### config.mk
export PLATFORM = sky130hd
export DESIGN_NAME = dmem_mmio_bridge
export DESIGN_NICKNAME = d
export VERILOG_FILES = /design/src/rtl/dmem_mmio_bridge.sv
export SDC_FILE = /design/constraint.sdc
export NUM_CORES = 1
export LEC_CHECK = 0
export ABC_AREA = 1
export CAP_MARGIN = 0
export CORE_AREA = 2 2 156 158
export DETAILED_ROUTE_END_ITERATION = 6
export DIE_AREA = 0 0 158 160
export PLACE_DENSITY_LB_ADDON = 0.2
export SYNTH_ARGS = -nofsm -noshare
export SYNTH_HDL_FRONTEND = slang
export SYNTH_SLANG_ARGS = --single-unit
export TNS_END_PERCENT = 20
### constraint.sdc
create_clock -name clock -period 4.1 [get_ports clock]
set_clock_uncertainty 0.2 [all_clocks]
set_input_delay 0.41 -clock clock [delete_from_list [all_inputs] [get_ports clock]]
set_output_delay 0.41 -clock clock [all_outputs]
set_load 0.02 [all_outputs]
### src/rtl/dmem_mmio_bridge.sv
// dmem_mmio_bridge: routes M-stage dmem accesses to the data RAM or the MMIO window.
// Optional CYCLE counter is built when MMIO_CYCLE_COUNTER_EN is defined.
module dmem_mmio_bridge #(
   parameter int RAM_AW     = 12,
   parameter int MMIO_BASE  = 4096,
   parameter int FIFO_DEPTH = 8
) (
   input  logic              clock,
   input  logic              reset,
   input  logic [31:0]       address_dmem,
   input  logic [31:0]       data,
   input  logic              wren,
   input  logic              rden,
   output logic [31:0]       q_dmem,
   output logic [RAM_AW-1:0] ram_addr,
   output logic [31:0]       ram_data,
   output logic              ram_wren,
   input  logic [31:0]       ram_q,
   output logic [31:0]       tx_data,
   output logic              tx_valid,
   input  logic              tx_ready,
   input  logic              rx_strobe,
   input  logic [7:0]        rx_code
);

   localparam int PW = $clog2(FIFO_DEPTH);
   localparam int CW = PW + 1;

   localparam logic [31:0] RAM_END = 32'(1) << RAM_AW;
   localparam logic [31:0] A_TX    = 32'(MMIO_BASE);
   localparam logic [31:0] A_STAT  = 32'(MMIO_BASE + 1);
   localparam logic [31:0] A_RX    = 32'(MMIO_BASE + 2);
   localparam logic [31:0] A_CYC   = 32'(MMIO_BASE + 3);

   localparam logic [CW-1:0] FULL_CNT = CW'(FIFO_DEPTH);

   logic hit_ram;
   logic hit_tx;
   logic hit_stat;
   logic hit_rx;
   logic hit_cyc;

   assign hit_ram  = address_dmem < RAM_END;
   assign hit_tx   = address_dmem == A_TX;
   assign hit_stat = address_dmem == A_STAT;
   assign hit_rx   = address_dmem == A_RX;
   assign hit_cyc  = address_dmem == A_CYC;

   assign ram_addr = address_dmem[RAM_AW-1:0];
   assign ram_data = data;
   assign ram_wren = wren & hit_ram;

   logic          stat_wr;
   logic          consume;

   assign stat_wr = wren & hit_stat;
   assign consume = rden & hit_rx;

   // TX FIFO
   logic [31:0]   fifo_mem [FIFO_DEPTH];
   logic [PW-1:0] wr_ptr;
   logic [PW-1:0] rd_ptr;
   logic [CW-1:0] tx_count;
   logic          tx_empty;
   logic          tx_full;
   logic          tx_ovf;
   logic          push_req;
   logic          push;
   logic          pop;

   assign tx_empty = tx_count == '0;
   assign tx_full  = tx_count == FULL_CNT;
   assign tx_valid = ~tx_empty;
   assign tx_data  = tx_valid ? fifo_mem[rd_ptr] : '0;

   assign push_req = wren & hit_tx;
   assign pop      = tx_valid & tx_ready;
   // A full FIFO still accepts when the head leaves in the same cycle
   assign push     = push_req & (~tx_full | pop);

   always_ff @(posedge clock) begin
      if (reset && push) begin
         fifo_mem[wr_ptr] <= data;
      end
   end

   always_ff @(posedge clock) begin
      if (!reset) begin
         wr_ptr   <= '0;
         rd_ptr   <= '0;
         tx_count <= '0;
      end else begin
         if (push) begin
            wr_ptr <= wr_ptr + PW'(1);
         end
         if (pop) begin
            rd_ptr <= rd_ptr + PW'(1);
         end
         unique case ({push, pop})
            2'b10:   tx_count <= tx_count + CW'(1);
            2'b01:   tx_count <= tx_count - CW'(1);
            default: tx_count <= tx_count;
         endcase
      end
   end

   always_ff @(posedge clock) begin
      if (!reset) begin
         tx_ovf <= 1'b0;
      end else if (push_req && !push) begin
         tx_ovf <= 1'b1;
      end else if (stat_wr && data[3]) begin
         tx_ovf <= 1'b0;
      end
   end

   // RX latch
   logic          rx_valid;
   logic          rx_lost;
   logic [7:0]    rx_reg;

   always_ff @(posedge clock) begin
      if (!reset) begin
         rx_valid <= 1'b0;
         rx_reg   <= '0;
         rx_lost  <= 1'b0;
      end else begin
         if (stat_wr && data[4]) begin
            rx_lost <= 1'b0;
         end
         if (rx_strobe) begin
            rx_reg   <= rx_code;
            rx_valid <= 1'b1;
            if (rx_valid && !consume) begin
               rx_lost <= 1'b1;
            end
         end else if (consume) begin
            rx_valid <= 1'b0;
         end
      end
   end

   logic [31:0]   cycle_val;

`ifdef MMIO_CYCLE_COUNTER_EN
   logic [31:0]   cycle_q;

   always_ff @(posedge clock) begin
      if (!reset) begin
         cycle_q <= '0;
      end else if (wren && hit_cyc) begin
         cycle_q <= '0;
      end else begin
         cycle_q <= cycle_q + 32'd1;
      end
   end

   assign cycle_val = cycle_q;
`else
   assign cycle_val = '0;
`endif

   logic [31:0]   status_word;
   logic [7:0]    count_byte;

   assign count_byte  = 8'(tx_count);
   assign status_word = {16'b0, count_byte, 3'b0,
                         rx_lost, tx_ovf, rx_valid,
                         tx_full, tx_empty};

   // Read path: registered select + registered MMIO data
   logic [31:0]   rdata_nxt;
   logic [31:0]   mmio_rdata_q;
   logic          sel_ram_q;

   always_comb begin
      rdata_nxt = '0;
      unique case (1'b1)
         hit_stat: rdata_nxt = status_word;
         hit_rx:   rdata_nxt = {24'b0, rx_reg};
         hit_cyc:  rdata_nxt = cycle_val;
         default:  rdata_nxt = '0;
      endcase
   end

   always_ff @(posedge clock) begin
      if (!reset) begin
         sel_ram_q    <= 1'b1;
         mmio_rdata_q <= '0;
      end else begin
         sel_ram_q    <= hit_ram;
         mmio_rdata_q <= rdata_nxt;
      end
   end

   assign q_dmem = sel_ram_q ? ram_q : mmio_rdata_q;

endmodule
==> results_tabular.tex, run 1 <==
\begin{tabular}{lr}
\hline
Metric & Value \\
\hline
\multicolumn{2}{l}{\textbf{Clocking}} \\
Sink Count & 293 \\
Number of buffers between clock root and the deepest sink & 3 \\
Number of instances resized during post-cts repair & 0 \\
Maximum level of the CTS H-tree & 1 \\
Clock tree from TritonCTS & done \\
Clock transition at the registers of the reported paths & 0.06 ns \\
Clock insertion delay at the later pin of the skew report & 0.53 ns \\
Post-cts hold buffer count & 0 \\
Number of CTS-inserted buffers & 29 \\
Clock Root Buffer & sky130\_fd\_sc\_hd\_\_clkbuf\_16 \\
Post-CTS setup repair buffer count & 0 \\
\multicolumn{2}{l}{\textbf{Synthesis}} \\
Sequential-to-total area share from yosys stat & 68.48\% \\
Cells after Synth & 1,073 \\
Fraction of synthesis flops using an asynchronous set or reset pin & 0\% \\
Avg Cell Area, Syn & 11.47 um\^{}2 \\
Synth Flop Type & sky130\_fd\_sc\_hd\_\_edfxtp\_1 \\
Ys Warns & 0 \\
Combined area of all synthesized cells & 12,310 um\^{}2 \\
Unique cell type count in the Yosys netlist & 35 \\
Seq cells post-synth & 293 \\
Net count after synthesis & 1,188 \\
Number of enable flip-flop cells after synthesis & 256 \\
\multicolumn{2}{l}{\textbf{Global route}} \\
Pin count of the biggest net entering global routing & 73 \\
Gr ovfl total & 0 \\
Vias in the first global route & 8,362 \\
First-pass GRT wire length & 43,850 um \\
Antenna violations before repair & 0 \\
GRT Total Usage & 22.02\% \\
\multicolumn{2}{l}{\textbf{Layout}} \\
Most common library cell in the layout ignoring fill and taps & sky130\_fd\_sc\_hd\_\_edfxtp\_1 \\
Ant. Diodes & 0 \\
Total Nets Final & 1,358 \\
Multi-input logic area & 3115 um\^{}2 \\
Fraction of layout instances using a drive strength above 1 & 8.300\% \\
Top library cells by usage in the layout, fill and taps aside & sky130\_fd\_sc\_hd\_\_edfxtp\_1, sky130\_fd\_sc\_hd\_\_nor2\_1, sky130\_fd\_sc\_hd\_\_clkdlybuf4s50\_1, sky130\_fd\_sc\_hd\_\_o21ai\_0, sky130\_fd\_sc\_hd\_\_nand2\_1 \\
Post-synthesis to final-layout area growth & 24.96\% \\
Fillers & 1,855 \\
Largest register FFs & 256 \\
Sequential cell area & 8433 um\^{}2 \\
\multicolumn{2}{l}{\textbf{STA}} \\
Upper clock frequency limit & 270.3 MHz \\
Worst Max-Slew Pin Slew & 1.135 ns \\
Worst slew margin relative to its limit & 24.25\% \\
Count of pins over their slew limit & 0 \\
Number of endpoints with negative hold slack in the final report & 0 \\
Ratio of final minimum period to clock period & 90.25\% \\
Setup repair after global routing missed its margin & no \\
Setup TNS & 0 ns \\
Shortest clock period the worst path allows after layout & 3.700 ns \\
Endpoints failing setup & 0 \\
\multicolumn{2}{l}{\textbf{Placement}} \\
DP Wirelength & 16,260 um \\
Routability cong. & 0.7677 \\
Port Buffers & 219 \\
\multicolumn{2}{l}{\textbf{Power}} \\
Sequential cell fraction of total power & 38.5\% \\
Clock network fraction of design power & 26.5\% \\
Sw Ratio & 34.38\% \\
Design internal power & 5.814 mW \\
Switching power total & 3.046 mW \\
Final Total Pwr & 8.860 mW \\
Maximum vdd drop & 0.3606 mV \\
Relative contribution of combinational cells to total power & 35.0\% \\
Ratio of total power to cell area & 576.1 nW/um\^{}2 \\
Static leakage & 5.353 nW \\
\multicolumn{2}{l}{\textbf{Worst setup path}} \\
Reg2Reg Launch Point & tx\_count[0] \\
CP Data Required Time & 3.49 ns \\
Startpoint types & flop \\
Worst setup path category & reg2out \\
Arrival time at the worst endpoint & 3.09 ns \\
Crit. End Element & output pin \\
Largest driver fanout on the critical path & 72 \\
\multicolumn{2}{l}{\textbf{Routing}} \\
Total detailed-routing wirelength & 27,430 um \\
Wire length per cell after detailed routing & 17.26 um \\
Routed via count divided by cell count & 5.286 \\
Detailed-route DRC error count & 0 \\
Violation count after the first detailed-route iteration & 691 \\
First-pass DRT Iterations & 5 \\
Total number of vias & 8,399 \\
Final antenna-violating net count & 0 \\
\multicolumn{2}{l}{\textbf{Floorplan}} \\
Number of rows in the core area & 57 \\
Core ar. & 23,820 um\^{}2 \\
Initial standard-cell utilization of the core & 51.67\% \\
Die area & 25,280 um\^{}2 \\
Die span in y & 160 um \\
Horizontal extent of the die & 158 um \\
Top Ports & 220 \\
\multicolumn{2}{l}{\textbf{Worst hold path}} \\
Hold WC Path Type & reg2reg \\
Hold Crit Start & rx\_reg[7] \\
\multicolumn{2}{l}{\textbf{Status}} \\
Outcome & finished clean \\
\multicolumn{2}{l}{\textbf{Run}} \\
Number of max-cap violations & 0 \\
\hline
\end{tabular}
-- synth_stat cells (3+ instances only) --
cell type / n / area (um^2)
sky130_fd_sc_hd__mux2_2: 12 / 135.1
sky130_fd_sc_hd__buf_2: 19 / 95.09
sky130_fd_sc_hd__o21ai_1: 56 / 280.3
sky130_fd_sc_hd__a31oi_1: 32 / 200.2
sky130_fd_sc_hd__nor2_1: 241 / 904.6
sky130_fd_sc_hd__inv_2: 5 / 18.77
sky130_fd_sc_hd__buf_4: 45 / 337.8
sky130_fd_sc_hd__nor2_2: 6 / 37.54
sky130_fd_sc_hd__inv_1: 47 / 176.4
sky130_fd_sc_hd__nand3_1: 18 / 90.09
sky130_fd_sc_hd__dfxtp_1: 37 / 740.7
sky130_fd_sc_hd__xor2_1: 3 / 26.28
sky130_fd_sc_hd__buf_1: 5 / 18.77
sky130_fd_sc_hd__o21ai_0: 117 / 585.6
sky130_fd_sc_hd__nand4_1: 4 / 25.02
sky130_fd_sc_hd__edfxtp_1: 256 / 7687
sky130_fd_sc_hd__nand2_2: 3 / 18.77
sky130_fd_sc_hd__nor3_1: 7 / 35.03
sky130_fd_sc_hd__nand2_1: 61 / 229.0
sky130_fd_sc_hd__ha_1: 5 / 62.56
sky130_fd_sc_hd__a21oi_1: 19 / 95.09
sky130_fd_sc_hd__o22ai_1: 32 / 200.2
sky130_fd_sc_hd__clkbuf_1: 25 / 93.84
sky130_fd_sc_hd__buf_6: 7 / 78.83
-- cell families (layout without fill, tap and decap cells) --
group           count (synthesis)  in the layout  share of synthesized area, %
mux                            12             12                         1.098
xor+xnor                        4              4                        0.2847
compound gates                256            256                         11.06
flops                         293            293                         68.48
fa+ha+maj                       5              5                        0.5083
simple gates                  349            349                         11.87
buf+inv                       154            346                         6.690
-- critical path, cell delays in order (launching register included) --
cell	delay (ns)
sky130_fd_sc_hd__dfxtp_4	0.84
sky130_fd_sc_hd__buf_4	0.43
sky130_fd_sc_hd__o21ai_0	0.16
sky130_fd_sc_hd__o22ai_1	0.21
sky130_fd_sc_hd__o21ai_1	0.07
sky130_fd_sc_hd__a31oi_1	0.18
sky130_fd_sc_hd__clkdlybuf4s50_1	0.65
-- per-stage QoR --
step                      worst slack (ns)  area, um^2  util, %  instances  hold slack (ns)
after floorplan                     0.9906       12310        -       1073           0.2115
after global placement              0.9045       14540    61.05       1536           0.2280
after detailed placement            0.9135       14540    61.05       1536           0.2214
after CTS                           0.3402       15380    64.56       1589           0.2320
after global routing                0.1389       15380    64.56       1589           0.2558
final                               0.3999       15380    64.56       1589           0.2330
-- power groups by stage --
| stage | Combinational, mW | Sequential, mW | Clock [mW] |
|---|---|---|---|
| finish | 3.10 | 3.41 | 2.35 |
| global route | 3.42 | 3.43 | 2.51 |
| CTS | 3.11 | 3.42 | 2.39 |
| detailed placement | 3.10 | 3.48 | 0 |
| global placement | 3.06 | 3.48 | 0 |
| floorplan | 2.03 | 3.37 | 0 |
-- path summary, 6_finish.rpt --
kind	endpoint	slack (ns)	cells after the start
worst max-delay path	tx_data[27]	0.40	6
worst min-delay path	mmio_rdata_q[7]	0.23	2
worst max register to register	tx_count[2]	0.97	12
worst min register to register	mmio_rdata_q[7]	0.23	2
-- area by class of cell --
class                           count  area share (%)
Clock buffer                       36           4.890
Clock inverter                     17          0.5533
Timing Repair Buffer              240           15.52
Tap cell                          324           2.636
Sequential cell                   293           54.84
Inverter                           53           1.302
Multi-Input combinational cell    626           20.26
-- per-layer routing --
metal | global-route usage, % | vias to the layer above | part of all wire (%)
met5 | 0 | - | 0
met4 | 5.242 | 0 | 1.6
met3 | 3.365 | 37 | 6.4
met2 | 37.47 | 282 | 49
met1 | 29.93 | 4000 | 43
li1 | - | 4080 | -
No activity file was read; power rests on OpenSTA's default activity.
==> run 2, diff against run 1 <==
--- a/config.mk
+++ b/config.mk
@@ -6,12 +6,13 @@
 export NUM_CORES = 1
 export LEC_CHECK = 0
 export ABC_AREA = 1
+export ABC_CLOCK_PERIOD_IN_PS = 4100
 export CAP_MARGIN = 0
 export CORE_AREA = 2 2 156 158
 export DETAILED_ROUTE_END_ITERATION = 6
 export DIE_AREA = 0 0 158 160
 export PLACE_DENSITY_LB_ADDON = 0.2
+export SETUP_SLACK_MARGIN = 0.4
 export SYNTH_ARGS = -nofsm -noshare
 export SYNTH_HDL_FRONTEND = slang
 export SYNTH_SLANG_ARGS = --single-unit
-export TNS_END_PERCENT = 20
==> results_tabular.tex, run 2 (synthesis gave the netlist of run 1 again) <==
\begin{tabular}{lr}
\hline
Metric & Value \\
\hline
\multicolumn{2}{l}{\textbf{Routing}} \\
Total number of vias & 8,413 \\
First-pass DRT Iterations & 5 \\
Top routing layer used & met4 \\
Total detailed-routing wirelength & 27,540 um \\
Routed via count divided by cell count & 5.291 \\
Detailed route wirelength on metal2 & 13,620 um \\
Routed metal-1 wirelength & 11,810 um \\
Metal3 WL & 1651 um \\
Final antenna-violating net count & 0 \\
Violation count after the first detailed-route iteration & 711 \\
Detailed-route DRC error count & 0 \\
Wire length per cell after detailed routing & 17.32 um \\
\multicolumn{2}{l}{\textbf{Clocking}} \\
Number of buffers between clock root and the deepest sink & 3 \\
Clock insertion delay at the later pin of the skew report & 0.53 ns \\
Number of CTS-inserted buffers & 29 \\
Clock tree from TritonCTS & done \\
Clock transition at the registers of the reported paths & 0.06 ns \\
Maximum level of the CTS H-tree & 1 \\
Clock Root Buffer & sky130\_fd\_sc\_hd\_\_clkbuf\_16 \\
Sink Count & 293 \\
Post-cts hold buffer count & 0 \\
\multicolumn{2}{l}{\textbf{Power}} \\
Ratio of total power to cell area & 576.6 nW/um\^{}2 \\
Maximum vdd drop & 0.3540 mV \\
Static leakage & 5.363 nW \\
Final Total Pwr & 8.881 mW \\
\multicolumn{2}{l}{\textbf{STA}} \\
Upper clock frequency limit & 285.1 MHz \\
Shortest clock period the worst path allows after layout & 3.507 ns \\
Count of pins over their slew limit & 0 \\
Endpoints failing setup & 0 \\
Worst Max-Slew Pin Slew & 1.127 ns \\
Ratio of final minimum period to clock period & 85.55\% \\
Number of endpoints with negative hold slack in the final report & 0 \\
Setup TNS & 0 ns \\
Worst slew margin relative to its limit & 24.76\% \\
Setup repair after global routing missed its margin & no \\
\multicolumn{2}{l}{\textbf{Worst setup path}} \\
Startpoint types & flop \\
CP Data Required Time & 3.49 ns \\
Cell type group with the largest total delay on the critical path & buffers and inverters \\
Chain of cells forming the critical path & nor2\_2 > nand3\_2 > buf\_4 > o21ai\_1 > a31oi\_1 > clkdlybuf4s50\_1 \\
Cell with the largest stage delay on the worst path & sky130\_fd\_sc\_hd\_\_clkdlybuf4s50\_1 \\
Arrival time at the worst endpoint & 2.90 ns \\
Number of buffers and inverters on the critical path & 2 \\
Largest driver fanout on the critical path & 23 \\
Worst setup path category & reg2out \\
Maximum cell stage delay along the critical path & 0.68 ns \\
Crit. End Element & output pin \\
\multicolumn{2}{l}{\textbf{Layout}} \\
Fraction of layout instances using a drive strength above 1 & 8.373\% \\
Top library cells by usage in the layout, fill and taps aside & sky130\_fd\_sc\_hd\_\_edfxtp\_1, sky130\_fd\_sc\_hd\_\_nor2\_1, sky130\_fd\_sc\_hd\_\_clkdlybuf4s50\_1, sky130\_fd\_sc\_hd\_\_o21ai\_0, sky130\_fd\_sc\_hd\_\_nand2\_1 \\
Sequential cell area & 8433 um\^{}2 \\
Non-filler cells, final & 1,590 \\
Fillers & 1,852 \\
Ant. Diodes & 0 \\
Largest register FFs & 256 \\
Multi-input logic area & 3115 um\^{}2 \\
Total Nets Final & 1,359 \\
Post-synthesis to final-layout area growth & 25.15\% \\
Most common library cell in the layout ignoring fill and taps & sky130\_fd\_sc\_hd\_\_edfxtp\_1 \\
\multicolumn{2}{l}{\textbf{Global route}} \\
First-pass GRT wire length & 44,070 um \\
Pin count of the biggest net entering global routing & 73 \\
Antenna violations before repair & 0 \\
Vias in the first global route & 8,417 \\
Gr ovfl total & 0 \\
GRT Total Usage & 22.15\% \\
\multicolumn{2}{l}{\textbf{Placement}} \\
Port Buffers & 219 \\
DP Wirelength & 16,260 um \\
Placed Cells incl. Taps & 1,536 \\
Routability cong. & 0.7677 \\
\multicolumn{2}{l}{\textbf{Worst hold path}} \\
Hold WC Path Type & reg2reg \\
\multicolumn{2}{l}{\textbf{Run}} \\
Number of max-cap violations & 0 \\
\multicolumn{2}{l}{\textbf{Floorplan}} \\
Die area & 25,280 um\^{}2 \\
Horizontal extent of the die & 158 um \\
Core ar. & 23,820 um\^{}2 \\
Number of rows in the core area & 57 \\
Top Ports & 220 \\
Initial standard-cell utilization of the core & 51.67\% \\
Die span in y & 160 um \\
\multicolumn{2}{l}{\textbf{Status}} \\
Outcome & finished clean \\
\hline
\end{tabular}
run 2: changes by cell type in the layout (fill, tap and decap cells not counted), sizes merged:
cell | before | now
buf | 21 | 22
run 2: layout make-up:
cell class,instances,area share [%]
inverters,53,1.300
repair buffers,241,15.65
flip-flops and latches,293,54.75
clock buffers,36,4.882
clock inverters,17,0.5524
well taps,324,2.632
multi-input cells,626,20.23
run 2: repair_timing:
item,CTS,global route
setup endpoints to repair,5,1
gates resized for setup,0,1
cloned,0,0
setup buffers,1,0
run 2: power by group:
part	switching (mW)	total, mW	internal, mW
logic	1.91	3.16	1.25
clock network	1.05	2.34	1.29
registers	0.0906	3.38	3.28
total	3.05	8.88	5.83
run 2: per-stage QoR:
step	setup slack [ns]	utilization, %	hold WS [ns]	cell area [um^2]
global placement	0.9045	61.05	0.2280	14540
floorplan	0.9906	-	0.2115	12310
CTS	0.5519	64.64	0.2320	15400
finish	0.5925	64.66	0.2330	15400
global route	0.4234	64.66	0.2558	15400
detailed placement	0.9135	61.05	0.2214	14540
run 2: metal layers:
layer	up-vias	GRT usage [%]
met5	-	0
met4	0	5.242
met3	37	3.365
met2	268	38.00
met1	4024	29.86
li1	4084	-
run 2: worst paths after layout:
path,startpoint,to,slack (ns),cells past startpoint
max,tx_count[1],tx_data[0],0.59,6
min,rx_reg[7],mmio_rdata_q[7],0.23,2
max reg2reg,tx_count[0],tx_count[2],0.98,12
min reg2reg,rx_reg[7],mmio_rdata_q[7],0.23,2
run 2: worst register-to-register path, stage by stage (launching register included):
cell,delay [ns]
sky130_fd_sc_hd__dfxtp_1,0.36
sky130_fd_sc_hd__nor2_2,0.20
sky130_fd_sc_hd__nand3_2,0.55
sky130_fd_sc_hd__nand2_2,0.32
sky130_fd_sc_hd__nand2_2,0.16
sky130_fd_sc_hd__nand3_4,0.14
sky130_fd_sc_hd__ha_1,0.23
sky130_fd_sc_hd__xor2_1,0.26
sky130_fd_sc_hd__ha_1,0.20
sky130_fd_sc_hd__a21oi_1,0.05
sky130_fd_sc_hd__xnor2_1,0.14
sky130_fd_sc_hd__o21ai_0,0.16
sky130_fd_sc_hd__inv_1,0.05
==> run 3, diff against run 2 <==
--- a/config.mk
+++ b/config.mk
@@ -8,11 +8,13 @@
 export ABC_AREA = 1
 export ABC_CLOCK_PERIOD_IN_PS = 4100
 export CAP_MARGIN = 0
-export CORE_AREA = 2 2 156 158
+export CORE_AREA = 2 2 128 192
+export CTS_CLUSTER_SIZE = 40
 export DETAILED_ROUTE_END_ITERATION = 6
-export DIE_AREA = 0 0 158 160
+export DIE_AREA = 0 0 130 194
 export PLACE_DENSITY_LB_ADDON = 0.2
 export SETUP_SLACK_MARGIN = 0.4
 export SYNTH_ARGS = -nofsm -noshare
 export SYNTH_HDL_FRONTEND = slang
 export SYNTH_SLANG_ARGS = --single-unit
+export TNS_END_PERCENT = 1
==> results_tabular.tex, run 3 (synthesis gave the netlist of run 1 again) <==
\begin{tabular}{lr}
\hline
Metric & Value \\
\hline
\multicolumn{2}{l}{\textbf{Status}} \\
Outcome & finished clean \\
\multicolumn{2}{l}{\textbf{STA}} \\
Worst Slack Setup Final & 0.6335 ns \\
Ratio of final minimum period to clock period & 84.55\% \\
Setup repair after global routing missed its margin & no \\
Count of pins over their slew limit & 0 \\
Worst slew margin relative to its limit & 49.16\% \\
Setup TNS & 0 ns \\
Number of endpoints with negative hold slack in the final report & 0 \\
Endpoints failing setup & 0 \\
Shortest clock period the worst path allows after layout & 3.466 ns \\
Upper clock frequency limit & 288.5 MHz \\
Worst Max-Slew Pin Slew & 0.7616 ns \\
\multicolumn{2}{l}{\textbf{Clocking}} \\
Number of buffers between clock root and the deepest sink & 3 \\
Clock insertion delay at the later pin of the skew report & 0.51 ns \\
Post-cts hold buffer count & 0 \\
Clock Root Buffer & sky130\_fd\_sc\_hd\_\_clkbuf\_16 \\
Post-CTS setup repair buffer count & 0 \\
Clock tree from TritonCTS & done \\
Maximum level of the CTS H-tree & 1 \\
Clock transition at the registers of the reported paths & 0.06 ns \\
Number of CTS-inserted buffers & 25 \\
Number of instances resized during post-cts repair & 0 \\
Sink Count & 293 \\
\multicolumn{2}{l}{\textbf{Worst setup path}} \\
Chain of cells forming the critical path & clkinv\_2 > buf\_4 > o21ai\_0 > o22ai\_1 > o21ai\_1 > a31oi\_1 > clkdlybuf4s50\_1 \\
Arrival time at the worst endpoint & 2.86 ns \\
Reg2Reg Launch Point & tx\_count[0] \\
Worst setup path category & reg2out \\
Slack of the worst reg-to-reg path & 1.06 ns \\
Cell with the largest stage delay on the worst path & sky130\_fd\_sc\_hd\_\_clkdlybuf4s50\_1 \\
Crit. End Element & output pin \\
Worst reg2reg path depth & 12 \\
Maximum cell stage delay along the critical path & 0.64 ns \\
CP Data Required Time & 3.49 ns \\
Largest driver fanout on the critical path & 37 \\
Critical register-to-register path endpoint & tx\_count[2] \\
Startpoint types & flop \\
\multicolumn{2}{l}{\textbf{Floorplan}} \\
Die span in y & 194 um \\
Horizontal extent of the die & 130 um \\
Die area & 25,220 um\^{}2 \\
Number of rows in the core area & 69 \\
Core ar. & 23,570 um\^{}2 \\
Top Ports & 220 \\
Initial standard-cell utilization of the core & 52.22\% \\
\multicolumn{2}{l}{\textbf{Routing}} \\
First-pass DRT Iterations & 7 \\
Routed via count divided by cell count & 5.342 \\
Total number of vias & 8,429 \\
Wire length per cell after detailed routing & 17.18 um \\
Final antenna-violating net count & 0 \\
Detailed-route DRC error count & 0 \\
Total detailed-routing wirelength & 27,110 um \\
Violation count after the first detailed-route iteration & 589 \\
\multicolumn{2}{l}{\textbf{Layout}} \\
Most common library cell in the layout ignoring fill and taps & sky130\_fd\_sc\_hd\_\_edfxtp\_1 \\
Non-filler cells, final & 1,578 \\
Total Nets Final & 1,356 \\
Ant. Diodes & 0 \\
Post-route cell area & 15,400 um\^{}2 \\
Post-synthesis to final-layout area growth & 25.15\% \\
Fillers & 1,756 \\
Fraction of layout instances using a drive strength above 1 & 8.419\% \\
Sequential cell area & 8433 um\^{}2 \\
Final Core Density & 65.35\% \\
Top library cells by usage in the layout, fill and taps aside & sky130\_fd\_sc\_hd\_\_edfxtp\_1, sky130\_fd\_sc\_hd\_\_nor2\_1, sky130\_fd\_sc\_hd\_\_clkdlybuf4s50\_1, sky130\_fd\_sc\_hd\_\_o21ai\_0, sky130\_fd\_sc\_hd\_\_nand2\_1 \\
Multi-input logic area & 3115 um\^{}2 \\
Largest register FFs & 256 \\
\multicolumn{2}{l}{\textbf{Placement}} \\
Routability cong. & 0.8037 \\
Post-place instance area & 14,590 um\^{}2 \\
Port Buffers & 219 \\
Placed Cells incl. Taps & 1,533 \\
DP Wirelength & 16,590 um \\
Setup slack after placement & 0.9689 ns \\
\multicolumn{2}{l}{\textbf{Global route}} \\
GRT Total Usage & 21.46\% \\
Gr ovfl total & 0 \\
Vias in the first global route & 8,298 \\
First-pass GRT wire length & 42,750 um \\
Pin count of the biggest net entering global routing & 129 \\
Antenna violations before repair & 0 \\
\multicolumn{2}{l}{\textbf{Power}} \\
Ratio of total power to cell area & 573.5 nW/um\^{}2 \\
Sw Ratio & 33.97\% \\
Design internal power & 5.833 mW \\
Static leakage & 5.371 nW \\
Sequential cell fraction of total power & 37.6\% \\
Relative contribution of combinational cells to total power & 36.4\% \\
Switching power total & 3.000 mW \\
Clock network fraction of design power & 26.0\% \\
Maximum vdd drop & 0.3646 mV \\
\multicolumn{2}{l}{\textbf{Worst hold path}} \\
Hold-critical path depth & 2 \\
Hold WC Path Type & reg2reg \\
Hold Crit Start & rx\_reg[7] \\
Endpoint with the worst hold slack & mmio\_rdata\_q[7] \\
\multicolumn{2}{l}{\textbf{Run}} \\
Number of max-cap violations & 0 \\
\hline
\end{tabular}
-- run 3: changes by cell type in the layout (fill, tap and decap cells not counted), sizes merged --
cell,change
clkinv,-4
clkinvlp,-4
buf,+1
bufinv,+1
clkbuf,-1
-- run 3: metal layers --
layer  up-vias  part of all wire (%)  GRT usage [%]
met3        44                   6.9          4.001
met2       299                    52          37.64
met1      4005                    39          27.08
li1       4081                     -              -
met4         0                   2.0          5.814
met5         -                     0              0
-- run 3: how the worst max path moves through the flow --
| stage | cells after the start | start | end | slack [ns] |
|---|---|---|---|---|
| finish | 7 | flop | tx_data[14] | 0.63 |
| global placement | 9 | address_dmem[5] | fifo_mem[1][23] | 1.01 |
| detailed placement | 9 | address_dmem[11] | fifo_mem[1][23] | 0.97 |
| global route | 7 | flop | tx_data[2] | 0.44 |
| floorplan | 7 | address_dmem[21] | fifo_mem[1][0] | 0.99 |
| CTS | 6 | flop | tx_data[31] | 0.58 |
-- run 3: stage by stage --
step	hold WS [ns]	power [mW]
after floorplan	0.2115	5.402
after global placement	0.2204	6.568
after detailed placement	0.2240	6.607
after CTS	0.2310	8.879
after global routing	0.2621	9.304
final	0.2340	8.833
-- run 3: critical path: cells and delay by family (launching register included) --
kind,cells,cell delay [ns]
buffers and inverters,3,1.38
AO/OA/AOI/OAI,4,0.59
flip-flops,1,0.35
-- run 3: power by group through the flow --
stage	clock, mW	combinational (mW)	sequential (mW)
after floorplan	0	2.03	3.37
after global placement	0	3.18	3.39
after detailed placement	0	3.22	3.39
after CTS	2.32	3.24	3.32
after global routing	2.44	3.54	3.33
final	2.30	3.21	3.32
-- run 3: area by class of cell --
class                   count  share of cell area, %
clock buffers              35                  4.752
flip-flops and latches    293                  54.75
multi-input cells         626                  20.23
inverters                  53                  1.300
repair buffers            242                  15.89
well taps                 319                  2.591
clock inverters            10                 0.4874
==> edit (config.mk and constraints of run 2) <==
Change the parameter `RAM_AW` from 12 to 13.
--- a/src/rtl/dmem_mmio_bridge.sv
+++ b/src/rtl/dmem_mmio_bridge.sv
@@ -2,5 +2,5 @@
 // Optional CYCLE counter is built when MMIO_CYCLE_COUNTER_EN is defined.
 module dmem_mmio_bridge #(
-   parameter int RAM_AW     = 12,
+   parameter int RAM_AW     = 13,
    parameter int MMIO_BASE  = 4096,
    parameter int FIFO_DEPTH = 8
Interface: changed (resized ram_addr); port bits go from 220 to 221. The function was not compared with the original's and may differ.
==> edit against run 2 <==
Critical path depth stayed put; total power is 4.2% higher; combinational power grew 7.6%; sequential cell count unchanged; final cell count is 1.3% lower; wire length fell by 1.9%; design area fell by 0.25%; non-clock buffer count grew 1; first-iteration DRC count decreased by 7.6%; setup slack got worse by 48 ps; area after synthesis fell by 1.7%; synthesized cell count down 2.1%; largest cell class unchanged.
==> edit: results (changes against run 2) <==
[outcome]
status = finished clean  ; unchanged

[cts]
cts_buffers = 29  ; unchanged
htree_levels = 1  ; unchanged
clkSlewWorstSetupHoldPaths_ps = 60  ; about the same
root_buffer = clkbuf_16  ; unchanged
post-cts-setup-buffer-count = 0  ; was 1
clk_path_buf_depth = 3  ; unchanged
clock_latency_ps = 530  ; about the same

[finish]
finish.net_count = 1337  ; was 1359
largest_reg_flops = 256  ; unchanged
n_antenna_cell = 0  ; unchanged
syn_to_final_growth_pct = 27.0  ; was 25.2%
final_layout_size_suffix_gt1_share_pct = 8.03  ; was 8.37%

[global_route]
grt_use_total_pct = 21.1  ; was 22.1%
antenna_found_initial = 0  ; unchanged
grt_start_max_net_pins = 129  ; was 73
grt_pass1_vias = 8150  ; was 8417
grt_pass1_wl_mm = 42.5  ; was 44.1 mm

[synthesis]
ys_top_cells_by_area = edfxtp_1 (64%), nor2_1 (7.4%), o21ai_0 (6.8%), dfxtp_1 (6.1%), buf_4 (3.2%)  ; was edfxtp_1 (62%), nor2_1 (7.4%), dfxtp_1 (6.0%), o21ai_0 (4.8%), buf_4 (2.7%)
yosysSeqAreaShare_pct = 69.6  ; was 68.5%
synth_edf_count = 256  ; unchanged
syn-num-nets = 1166  ; was 1188
synth_cells = 1051  ; was 1073
async_flop_share_pct = 0  ; unchanged
synthTopCellsByCount = edfxtp_1 (256), nor2_1 (240), o21ai_0 (164), nand2_1 (63), buf_4 (51)  ; was edfxtp_1 (256), nor2_1 (241), o21ai_0 (117), nand2_1 (61), o21ai_1 (56)
synth_warnings = 0  ; unchanged
synth_cell_types = 31  ; was 35

[worst_setup_path]
arrival_ps = 2950  ; was 2900 ps
slowest_stage = clkdlybuf4s50_1  ; unchanged
max_stage_delay_ps = 630  ; was 680 ps
r2r_cells = 9  ; was 12
cp_max_fo = 128  ; was 23

[timing]
slew_headroom_pct = 27.9  ; was 24.8%

[pwr]
p_leak_nw = 5.35  ; was 5.36 nW
combinationalPower_mw = 3.40  ; was 3.16 mW
peakVddDrop_uv = 419  ; was 354 uV
pg_clk_mw = 2.52  ; was 2.34 mW
p_sw_mw = 3.20  ; was 3.05 mW

[detailed_routing]
drt_wl_total_mm = 27.0  ; was 27.5 mm
wire_per_inst_um = 17.2  ; was 17.3 um
viasPerCell = 5.25  ; was 5.29
drt_iter0_drc = 657  ; was 711
firstDrtPassIters = 4  ; was 5

[placement]
gp_congestion = 0.771  ; was 0.768
numPortBuffers = 220  ; was 219
post-place-cells = 1514  ; was 1536
dp_hpwl_mm = 16.2  ; was 16.3 mm

[min_path]
hold_class = reg -> reg  ; unchanged
min_path_cells = 2  ; unchanged

## edit: stage by stage
stage	cell area [um2]	hold WS [ps]	total power, mW	util, %	setup slack (ps)
after detailed placement	14400	231	6.75	60.5	894
after global placement	14400	226	6.72	60.5	951
after global routing	15400	245	9.78	64.5	404
after CTS	15300	242	9.27	64.3	459
final	15400	242	9.26	64.5	544
after floorplan	12100	211	5.44	-	860
## edit: what timing repair did
action | in CTS | in global routing
endpoints found under the hold margin | 0 | 0
endpoints found under the setup margin | 0 | 8
gates resized for setup | 0 | 2
## edit: kinds of logic after synthesis
kind of cell               count (synthesis)  synth area share (%)
and+or+nand+nor                          334                  10.9
DFF                                      293                  69.6
AOI/OAI and AO/OA                        256                  11.3
buffers and inverters                    150                  6.36
muxes                                     12                  1.12
adders and majority gates                  5                 0.579
xor gates and xnor gates                   1                0.0724
## edit: area by class of cell
class,count,area [um2]
tap,324,405
fill,1885,8460
sequential,293,8430
clock buffer,40,817
timing repair buffer,242,2460
inverter,48,181
multi-input combinational,608,2960
clock inverter,14,104
## edit: final timing paths
path	start	to	slack, ps
min reg2reg	rx_reg[6]$_SDFFE_PN0P_	mmio_rdata_q[6]$_SDFF_PN0_	240
max	flip-flop	tx_data[27]	540
min	rx_reg[6]$_SDFFE_PN0P_	mmio_rdata_q[6]$_SDFF_PN0_	240
max reg2reg	tx_count[3]$_SDFFE_PN0P_	fifo_mem[5][12]$_DFFE_PP_	1530
## edit: critical path, delay by kind of cell, from the launching register on
kind | cells | cell delay, ps
AO/OA/AOI/OAI | 4 | 910
buffers and inverters | 2 | 970
flip-flops | 1 | 360
## edit: routing by layer
metal	up-vias	GRT usage, %	wire, um
met5	-	0	0
met4	0	5.08	497
met3	38	3.88	1930
met2	300	34.9	13100
met1	3881	29.3	11500
li1	4016	-	-
